$ cat config.mk
export PLATFORM = sky130hd
export DESIGN_NAME = bin_to_bcd_seq
export DESIGN_NICKNAME = d
export VERILOG_FILES = /design/src/rtl/bin_to_bcd_seq.sv
export SDC_FILE = /design/constraint.sdc
export NUM_CORES = 1
export LEC_CHECK = 0
export BUFFER_PORTS_ARGS = -buffer_cell sky130_fd_sc_hd__buf_2
export CORE_ASPECT_RATIO = 2
export CORE_MARGIN = 2
export CORE_UTILIZATION = 40
export DETAILED_ROUTE_END_ITERATION = 10
export PLACE_DENSITY_LB_ADDON = 0.08
export SYNTH_ARGS = -nofsm -noshare
export SYNTH_HDL_FRONTEND = slang
export SYNTH_SLANG_ARGS = --single-unit
$ cat constraint.sdc
create_clock -name clk -period 2 [get_ports clk]
set_input_delay 0.5 -clock clk [delete_from_list [all_inputs] [get_ports clk]]
set_output_delay 0.5 -clock clk [all_outputs]
set_load 0.01 [all_outputs]
$ cat src/rtl/bin_to_bcd_seq.sv
`default_nettype none
// ============================================================================
//  Module      : bin_to_bcd_seq
//  Description : Sequential WIDTH-bit binary to DIGITS-digit BCD converter
//                (shift-add-3) with start/busy/done and leading-zero blanking.
//  Revision    : 1.0  initial release
// ============================================================================
module bin_to_bcd_seq #(
    parameter int WIDTH  = 6,
    parameter int DIGITS = 2
) (
    input  logic                  clk,
    input  logic                  rst_n,
    input  logic                  start,
    input  logic [WIDTH-1:0]      bin_in,
    output logic                  busy,
    output logic                  done,
    output logic [4*DIGITS-1:0]   bcd_out,
    output logic [DIGITS-1:0]     blank
);

    localparam int c_CW = $clog2(WIDTH + 1);
    localparam int c_AW = 4 * DIGITS;

    function automatic logic [63:0] f_pow10(input int n);
        logic [63:0] p;
        p = 64'd1;
        for (int i = 0; i < n; i++) begin
            p = p * 64'd10;
        end
        return p;
    endfunction

    localparam logic [63:0] c_DEC_RANGE = f_pow10(DIGITS);
    localparam logic [63:0] c_BIN_RANGE = 64'd1 << WIDTH;
    localparam logic [DIGITS-1:0] c_BLANK_RST = ~(DIGITS'(1));

    // Every binary value must be representable in DIGITS decimal digits.
    generate
        if (WIDTH < 1 || WIDTH > 60 || DIGITS < 1 || DIGITS > 18 ||
            c_DEC_RANGE < c_BIN_RANGE) begin : g_bad_params
            $error("bin_to_bcd_seq: 10**DIGITS must exceed 2**WIDTH-1");
        end
    endgenerate

    typedef enum logic [0:0] {
        S_IDLE  = 1'b0,
        S_SHIFT = 1'b1
    } state_t;

    state_t             r_state;
    logic [WIDTH-1:0]   r_bin;
    logic [c_AW-1:0]    r_acc;
    logic [c_CW-1:0]    r_cnt;
    logic               r_busy;
    logic               r_done;
    logic [c_AW-1:0]    r_bcd;
    logic [DIGITS-1:0]  r_blank;

    logic [c_AW-1:0]    w_adj;
    logic [c_AW-1:0]    w_acc_next;
    logic [WIDTH-1:0]   w_bin_next;
    logic [DIGITS:0]    w_zero_from;
    logic [DIGITS-1:0]  w_blank;

    generate
        for (genvar k = 0; k < DIGITS; k++) begin : g_add3
            assign w_adj[4*k +: 4] = (r_acc[4*k +: 4] >= 4'd5) ?
                                     (r_acc[4*k +: 4] + 4'd3) : r_acc[4*k +: 4];
        end
    endgenerate

    assign w_acc_next = {w_adj[c_AW-2:0], r_bin[WIDTH-1]};
    assign w_bin_next = r_bin << 1;

    // w_zero_from[k]: digits k..DIGITS-1 of the final value are all zero.
    assign w_zero_from[DIGITS] = 1'b1;
    generate
        for (genvar k = 0; k < DIGITS; k++) begin : g_blank
            assign w_zero_from[k] = (w_acc_next[4*k +: 4] == 4'd0) & w_zero_from[k+1];
        end
    endgenerate

    assign w_blank = w_zero_from[DIGITS-1:0] & c_BLANK_RST;

    always_ff @(posedge clk or negedge rst_n) begin
        if (!rst_n) begin
            r_state <= S_IDLE;
            r_bin   <= '0;
            r_acc   <= '0;
            r_cnt   <= '0;
            r_busy  <= 1'b0;
            r_done  <= 1'b0;
            r_bcd   <= '0;
            r_blank <= c_BLANK_RST;
        end else begin
            case (r_state)
                S_IDLE: begin
                    r_done <= 1'b0;
                    if (start) begin
                        r_bin   <= bin_in;
                        r_acc   <= '0;
                        r_cnt   <= c_CW'(WIDTH);
                        r_busy  <= 1'b1;
                        r_state <= S_SHIFT;
                    end
                end
                S_SHIFT: begin
                    r_acc <= w_acc_next;
                    r_bin <= w_bin_next;
                    r_cnt <= r_cnt - c_CW'(1);
                    if (r_cnt == c_CW'(1)) begin
                        r_bcd   <= w_acc_next;
                        r_blank <= w_blank;
                        r_done  <= 1'b1;
                        r_busy  <= 1'b0;
                        r_state <= S_IDLE;
                    end
                end
                default: begin
                    r_state <= S_IDLE;
                end
            endcase
        end
    end

    assign busy    = r_busy;
    assign done    = r_done;
    assign bcd_out = r_bcd;
    assign blank   = r_blank;

endmodule
`default_nettype wire
# ---- After elaboration in Yosys (flattened, before gate mapping)
# Cells that the tools add are included.
# Widths: inputs -> output; s select.
dict set report classes {
  bitwise 1
  eq_ne 3
  n_mux 16
  add_sub_neg 3
  reduce_logical 3
  magnitude_cmp 2
}
# cell count
set ops {}
lappend ops {{$pmux 8 s2} 1}
lappend ops {{$pmux 6 s2} 1}
lappend ops {{$ge 4x3->1 const B} 2}
lappend ops {{$mux 8} 1}
lappend ops {{$mux 3} 2}
lappend ops {{$mux 6} 1}
lappend ops {{$pmux 1 s2} 3}
lappend ops {{$pmux 3 s2} 1}
lappend ops {{$mux 1} 5}
lappend ops {{$add 4x2->4 const B} 1}
lappend ops {{$logic_not 4->1} 1}
lappend ops {{$mux 4} 1}
lappend ops {{$reduce_and 2->1} 2}
lappend ops {{$add 3x2->3 const B} 1}
lappend ops {{$eq 3x1->1 const B} 1}
lappend ops {{$sub 3x1->3 const B} 1}
lappend ops {{$ne 2x1->1 const B} 1}
lappend ops {{$ne 2x2->1 const B} 1}
lappend ops {{$not 1->1} 1}
dict set report word_totals {
  elab_cells 36
  out_inout_bits 12
  ff_bits 29
  input_bits 9
}

# ---- Longest topological paths before layout
# Gate-level depths: netlist (run 1).
dict set report logic_depth {
  depth_word 3
  mapped_depth 6
  ltp_nobuf 6
}

# ---- Worst setup path after synthesis (run 1)
# OpenSTA, ideal clock, no wires.
dict set report synth_timing {
  path_kind {reg-to-reg}
  startpoint {register r_acc[0]}
  endpoint {register r_acc[4]}
  period_less_slack_ps 1455
  required_ps 1920
  stages_incl_launch_ff 7
  setup_slack_ps 545
  setup_ps 80
  path_buffers 0
  arrival_ps 1376
  cell_sequence {dfrtp_1 inv_1 ha_1 nand2b_1 or3b_1 and2_4 mux2i_4}
}
dict set report synth_between {
  elab_chain_len 3
  word_cells_on_any_way 4
  cone_classes {add/sub (1); order compare (1); mux (2)}
}
# item line_no
set synth_lines {}
lappend synth_lines {{start, declared} 53} ;# logic [c_AW-1:0] r_acc;
lappend synth_lines {{start signal, assigned} 109} ;# r_acc <= w_acc_next;
lappend synth_lines {{$add 4x2->4 / $ge 4x3->1 (equally long branches)} {69, 68}}
lappend synth_lines {{$mux 4 (*)} 68} ;# assign w_adj[4*k +: 4] = (r_acc[4*k +: 4] >= 4'd5) ?
lappend synth_lines {{$pmux 8 s2 (*)} 97} ;# case (r_state)
# Mark *: on every way between the ends. The rest lies on a longest branch, timed or not.
# A chain may end at the register's enable or synchronous reset.

# ---- Final worst setup path (run 1)
dict set report layout_timing {
  startpoint {register r_acc[4]}
  endpoint {register r_bcd[6], in the netlist bcd_out[6]}
}
dict set report layout_between {
  elab_chain_len 2
  word_cells_on_any_way 3
  cone_classes {add/sub (1); order compare (1); mux (1)}
}
# item line_no
set layout_lines {}
lappend layout_lines {{$ge 4x3->1 / $add 3x2->3 (equally long branches)} {68, 69}}
lappend layout_lines {{$mux 3 (*)} 68}
lappend layout_lines {{end signal, assigned} 113} ;# r_bcd <= w_acc_next;
lappend layout_lines {{end, declared} 57} ;# logic [c_AW-1:0] r_bcd;
# Marks and branches as above.

==> impl_metrics.tcl, run 1 <==
set metrics [dict create \
    die_width_um 46.3 \
    gr-total-overflow 0 \
    numCtsBuffers 5 \
    critPathRequiredTime_ps 2220 \
    fmax_ghz 0.606 \
    final_net_count 167 \
    globalplace.congestion 0.710 \
    max-cap-violations 0 \
    total_power_mw 2.72 \
    h_tree_depth 2 \
    synth_top_cells_by_area "sky130_fd_sc_hd__dfrtp_1 49%, sky130_fd_sc_hd__mux2i_1 8.4%, sky130_fd_sc_hd__nand2_1 5.5%" \
    critical_path_cell_count 5 \
    post_cts_hold_fix_bufs 0 \
    ys_ff_latch 29 \
    power.static_leakage_nw 0.829 \
    critical_path.endpoint_type "flop" \
    cp_cell_sequence "ha_1 -> nand2b_1 -> a21oi_1 -> mux2i_1 -> mux2_1" \
    cts_sinks 29 \
    switching_share_pct 37.9 \
    layout.core_utilization_pct 48.4 \
    synth_sequential_area_ratio_pct 50.9 \
    clock_insertion_delay_worst_skew_ps 280 \
    pwr-share-seq_pct 37.7 \
    dpl-instance-area_mm2 0.00155 \
    launch_point_of_the_worst_reg_to_reg_path "r_acc[4]" \
    detailroute.via_count 984 \
    tightest_slew_ps 653 \
    critPathMaxFanout 5 \
    pwr_density_cell_mw_per_mm2 1650 \
    synthesis.nets 148 \
    ctsRootBufferMaster "sky130_fd_sc_hd__clkbuf_8" \
    worstSetupPathType "reg2reg" \
    synth_area_per_cell_um2 10.7 \
    start_util_pct 41.8 \
    timing.critical_path.max_delay_family "multiplexers" \
    number_of_i_o_pins 21 \
    core-area_mm2 0.00342 \
    drt-initial-drc-count 17 \
    layout_common_cells "28 x sky130_fd_sc_hd__dfrtp_1, 21 x sky130_fd_sc_hd__nand2_1, 19 x sky130_fd_sc_hd__buf_2, 12 x sky130_fd_sc_hd__mux2i_1, 10 x sky130_fd_sc_hd__o21ai_1" \
    worst_hold_path_type "in2async" \
    post-cts-setup-buffer-count 0 \
    post_cts_resized 0 \
    first_pass_iters 4 \
    slew_viol_final 0 \
    net-switching-power_mw 1.03 \
    grt_max_degree 32 \
    grt_pass1_wl_um 4950 \
    fp.dieArea_mm2 0.00410 \
    syn_inst 133 \
    placementRows 30 \
    syn_to_layout_area_delta_pct 15.7 \
    grt_antenna_before_repair 0 \
    placement.io_buffers 19 \
    whs_ps 248 \
    drt_via_density 4.90 \
    layout_commonest_cell "sky130_fd_sc_hd__dfrtp_1" \
    detailedPlacementHpwl_um 1960 \
    vdd.ir_drop.worst_mv 0.765 \
    yosys.area.top_type "sky130_fd_sc_hd__dfrtp_1" \
    detail-route-antenna-nets 0 \
    route.final.wire_length_um 2770 \
    diodes 0 \
    power_report.internal_total_mw 1.69 \
    unrepaired_setup_endpoints_after_global_routing "false" \
    period_needed_ps 1650 \
    crit_path_start "r_acc[4]" \
    timing.critical_path.from_type "flop" \
    syn_area_mm2 0.00143 \
    rr_worst_depth 5 \
    skew_ps 5.82 \
    drive_above_1_share_pct 24.2 \
    setup_violations 0 \
    crit_path_max_incr_delay_ps 420 \
    clock_path_buffers 2 \
    fin_setup_tns_ps 0 \
    tritoncts_clock_tree "built" \
    worst_path_max_delay_cell "sky130_fd_sc_hd__dfrtp_1" \
    yosys.cell_types.count 34 \
    comb_power_share_pct 42.8 \
    slew_hr_pct 56.5 \
    die-height_um 88.5 \
    routedWlPerCell_um 13.8 \
    min_period_over_period_pct 82.5 \
    power_frac_clock_pct 19.5 \
    yosys.area.top_type_share_pct 49.0 \
    path_buf_inv 0 \
    stdcell_area_mm2 0.00165 \
    ys_warn_count 0 \
    drc_errors 0 \
    hold_violations 0 \
    clk_pin_slew_worst_paths_ps 60 \
    arrival_ps 1870 \
    status "finished clean" \
    gr-usage-all-layers_pct 17.3 \
    first_global_vias 1053 \
]
worst register-to-register path, stage by stage, from the launching register on:
cell and delay (ps):
sky130_fd_sc_hd__dfrtp_1 420, sky130_fd_sc_hd__ha_1 210, sky130_fd_sc_hd__nand2b_1 180, sky130_fd_sc_hd__a21oi_1 230, sky130_fd_sc_hd__mux2i_1 370, sky130_fd_sc_hd__mux2_1 190
stage by stage:
step | cells | setup WS [ps]
3_5_place_dp | 193 | 377
4_1_cts | 201 | 369
5_1_grt | 201 | 247
6_report | 201 | 349
2_1_floorplan | 133 | 545
3_3_place_gp | 193 | 402
final cells by class:
cell class / instances / area [um^2]
Fill cell: 326 / 1760
Multi-Input combinational cell: 89 / 636
Timing Repair Buffer: 20 / 103
Tap cell: 48 / 60.1
Clock buffer: 7 / 96.3
Sequential cell: 29 / 727
Inverter: 7 / 26.3
Clock inverter: 1 / 5.00
final timing paths:
path	slack (ps)	endpoint
max	350	bcd_out[6]
min in group clk	460	r_bin[0]
max reg2reg	350	bcd_out[6]
min	250	bcd_out[7]
min reg2reg	480	bcd_out[4]
max in group asynchronous	1330	r_acc[1]
cell usage after synthesis, drive strengths merged:
master / n
dfstp: 1
nand2: 21
buf: 6
ha: 6
mux2i: 13
inv: 7
nor3: 3
or3b: 1
conb: 1
o21ai: 13
xnor2: 2
a21oi: 6
o31ai: 2
clkbuf: 2
o21a: 1
a21o: 3
and2: 1
o21ba: 1
nor2: 1
dfrtp: 28
nor3b: 4
mux2: 3
a211oi: 1
nand2b: 3
nand3b: 1
o211ai: 1
or2: 1
layer usage:
layer	wire, um	share of wire (%)	global-route usage (%)
met5	0	0	0
met4	70	2.5	10.1
met3	71	2.6	4.90
met2	1540	56	28.8
met1	1090	39	18.5
power groups by stage:
stage | logic (mW) | registers [mW] | clock network (mW)
final | 1.17 | 1.03 | 0.531
after global routing | 1.33 | 1.06 | 0.579
after CTS | 1.19 | 1.03 | 0.548
after detailed placement | 1.18 | 1.04 | 0
after global placement | 1.14 | 1.02 | 0
after floorplan | 0.865 | 1.04 | 0
cells by family (layout without fill, tap and decap cells):
logic type                 Yosys count  after routing  share of synthesized area [%]
AOI/OAI and AO/OA                   28             28                           12.3
muxes                               16             16                           12.3
xor gates and xnor gates             2              2                           1.23
and+or+nand+nor                     36             36                           13.0
buffers and inverters               15             35                           4.64
other                                1              1                          0.262
DFF                                 29             29                           50.9
adders and majority gates            6              6                           5.25
state kept, by name (all words and copies together) (netlist names):
name / cells
r_bin: 6
done: 1
r_acc: 8
r_state: 1
busy: 1
bcd_out: 8
blank: 1
r_cnt: 3
Note: power is estimated with default switching activity, not from simulation.
==> run 2, diff against run 1 <==
==> constraint.sdc (replaced) <==
create_clock -name clk -period 1.5 [get_ports clk]
set_input_delay 0.375 -clock clk [delete_from_list [all_inputs] [get_ports clk]]
set_output_delay 0.375 -clock clk [all_outputs]
set_load 0.01 [all_outputs]
==> run 2 against run 1 <==
Net effect:
- worst hold slack worse by 160 ps
- clock skew is essentially flat
- final cell count increased by 6.5%
- highest routed layer unchanged
- sequential share of layout area decreased by 4.9 points
- critical path type unchanged
- die area did not move
- largest cell class is now multi-input combinational cells
- first-iteration DRC count down 24%
- routed wire length grew 2.9%
==> impl_metrics.tcl, run 2 (synthesis results as in run 1) <==
set metrics [dict create \
    status "finished clean" \
    period_needed_ps 1500 \
    die_width_um 46.3 \
    first_global_vias 1079 \
    setup_slack_ps 4.47 \
    clk_pin_slew_worst_paths_ps 60 \
    whs_ps 88.0 \
    drt-initial-drc-count 13 \
    final_cells 214 \
    min_period_over_period_pct 99.7 \
    cp_cell_sequence "inv_2 -> ha_4 -> nand2b_4 -> or3b_4 -> and2_4 -> mux2i_4" \
    skew_ps 5.45 \
    ctsRootBufferMaster "sky130_fd_sc_hd__clkbuf_8" \
    fin_setup_tns_ps 0 \
    syn_to_layout_area_delta_pct 30.5 \
    critical_path.endpoint_type "flop" \
    placementRows 30 \
    layout_commonest_cell "sky130_fd_sc_hd__dfrtp_1" \
    total_power_mw 4.28 \
    fmax_ghz 0.669 \
    worst_path_max_delay_cell "sky130_fd_sc_hd__or3b_4" \
    dp_cells 203 \
    layout.core_utilization_pct 54.6 \
    stdcell_area_mm2 0.00186 \
    hold_violations 0 \
    gr-usage-all-layers_pct 16.3 \
    start_util_pct 41.8 \
    first_pass_iters 4 \
    diodes 0 \
    tritoncts_clock_tree "built" \
    grt_antenna_before_repair 0 \
    worst_hold_path_type "in2async" \
    slew_viol_final 0 \
    clock_path_buffers 2 \
    timing.critical_path.from_type "flop" \
    critPathRequiredTime_ps 1700 \
    route.final.wire_length_um 2850 \
    cts_sinks 29 \
    dpl-instance-area_mm2 0.00163 \
    core-area_mm2 0.00342 \
    vdd.ir_drop.worst_mv 1.16 \
    clock_insertion_delay_worst_skew_ps 280 \
    n_fill_cell 325 \
    layout_common_cells "27 x sky130_fd_sc_hd__dfrtp_1, 21 x sky130_fd_sc_hd__nand2_1, 19 x sky130_fd_sc_hd__buf_2, 14 x sky130_fd_sc_hd__buf_4, 11 x sky130_fd_sc_hd__mux2i_1" \
    routedWlPerCell_um 13.3 \
    placement.io_buffers 19 \
    detailedPlacementHpwl_um 1960 \
    drc_errors 0 \
    number_of_i_o_pins 21 \
    max-cap-violations 0 \
    crit_path_max_incr_delay_ps 390 \
    fp.dieArea_mm2 0.00410 \
    drt_via_density 4.91 \
    numCtsBuffers 5 \
    worstSetupPathType "reg2reg" \
    grt_max_degree 32 \
    unrepaired_setup_endpoints_after_global_routing "true" \
    arrival_ps 1700 \
    power.static_leakage_nw 0.906 \
    globalplace.congestion 0.708 \
    critPathMaxFanout 3 \
    die-height_um 88.5 \
    pwr_density_cell_mw_per_mm2 2300 \
    final_net_count 180 \
    detail-route-antenna-nets 0 \
    sequential_cell_area_um2 728 \
    dp_slack_ps -85.6 \
    detailroute.via_count 1050 \
    drive_above_1_share_pct 38.6 \
    h_tree_depth 2 \
    grt_pass1_wl_um 4730 \
    setup_violations 0 \
    multi_input_area_um2 733 \
    gr-total-overflow 0 \
]
run 2: path summary, 6_finish.rpt:
| kind | from | endpoint | slack (ps) | cells after the start |
|---|---|---|---|---|
| setup / recovery | r_acc[1] | r_acc[4] | 4 | 6 |
| hold / removal | rst_n | r_acc[7] | 90 | 2 |
| setup reg to reg | r_acc[1] | r_acc[4] | 4 | 6 |
| hold reg to reg | bcd_out[4] | bcd_out[4] | 470 | 2 |
| max in group asynchronous | rst_n | blank[1] | 1100 | 2 |
| min in group clk | bin_in[0] | r_bin[0] | 350 | 3 |
run 2: final cells by class:
type                    count  area share, %
repair buffers             33           10.7
inverters                   7           1.41
clock inverters             1           1.61
clock buffers               7           4.63
flip-flops and latches     29           39.1
multi-input cells          89           39.3
well taps                  48           3.22
run 2: worst max-delay path, delay by kind of cell (launching register included):
kind | cells | cell delay, ps
fa+ha+maj | 1 | 130
flops | 1 | 380
simple gates | 3 | 670
buf+inv | 1 | 110
mux | 1 | 120
run 2: layer usage:
| metal | up-vias | GRT usage, % | wire length (um) |
|---|---|---|---|
| met4 | 0 | 8.57 | 72 |
| met3 | 6 | 3.67 | 82 |
| met5 | - | 0 | 0 |
| li1 | 511 | - | - |
| met2 | 17 | 29.3 | 1660 |
| met1 | 516 | 16.3 | 1040 |
run 2: where the power goes:
group | internal [mW] | total [mW] | switching, mW
sequential | 1.13 | 1.41 | 0.274
combinational | 1.07 | 2.05 | 0.978
clock | 0.541 | 0.828 | 0.288
total | 2.74 | 4.28 | 1.54
run 2: timing repair:
action	CTS	global route
hold buffers	0	0
resized for setup	12	9
pin swaps	2	2
setup endpoints to repair	5	8
buffers inserted	0	4
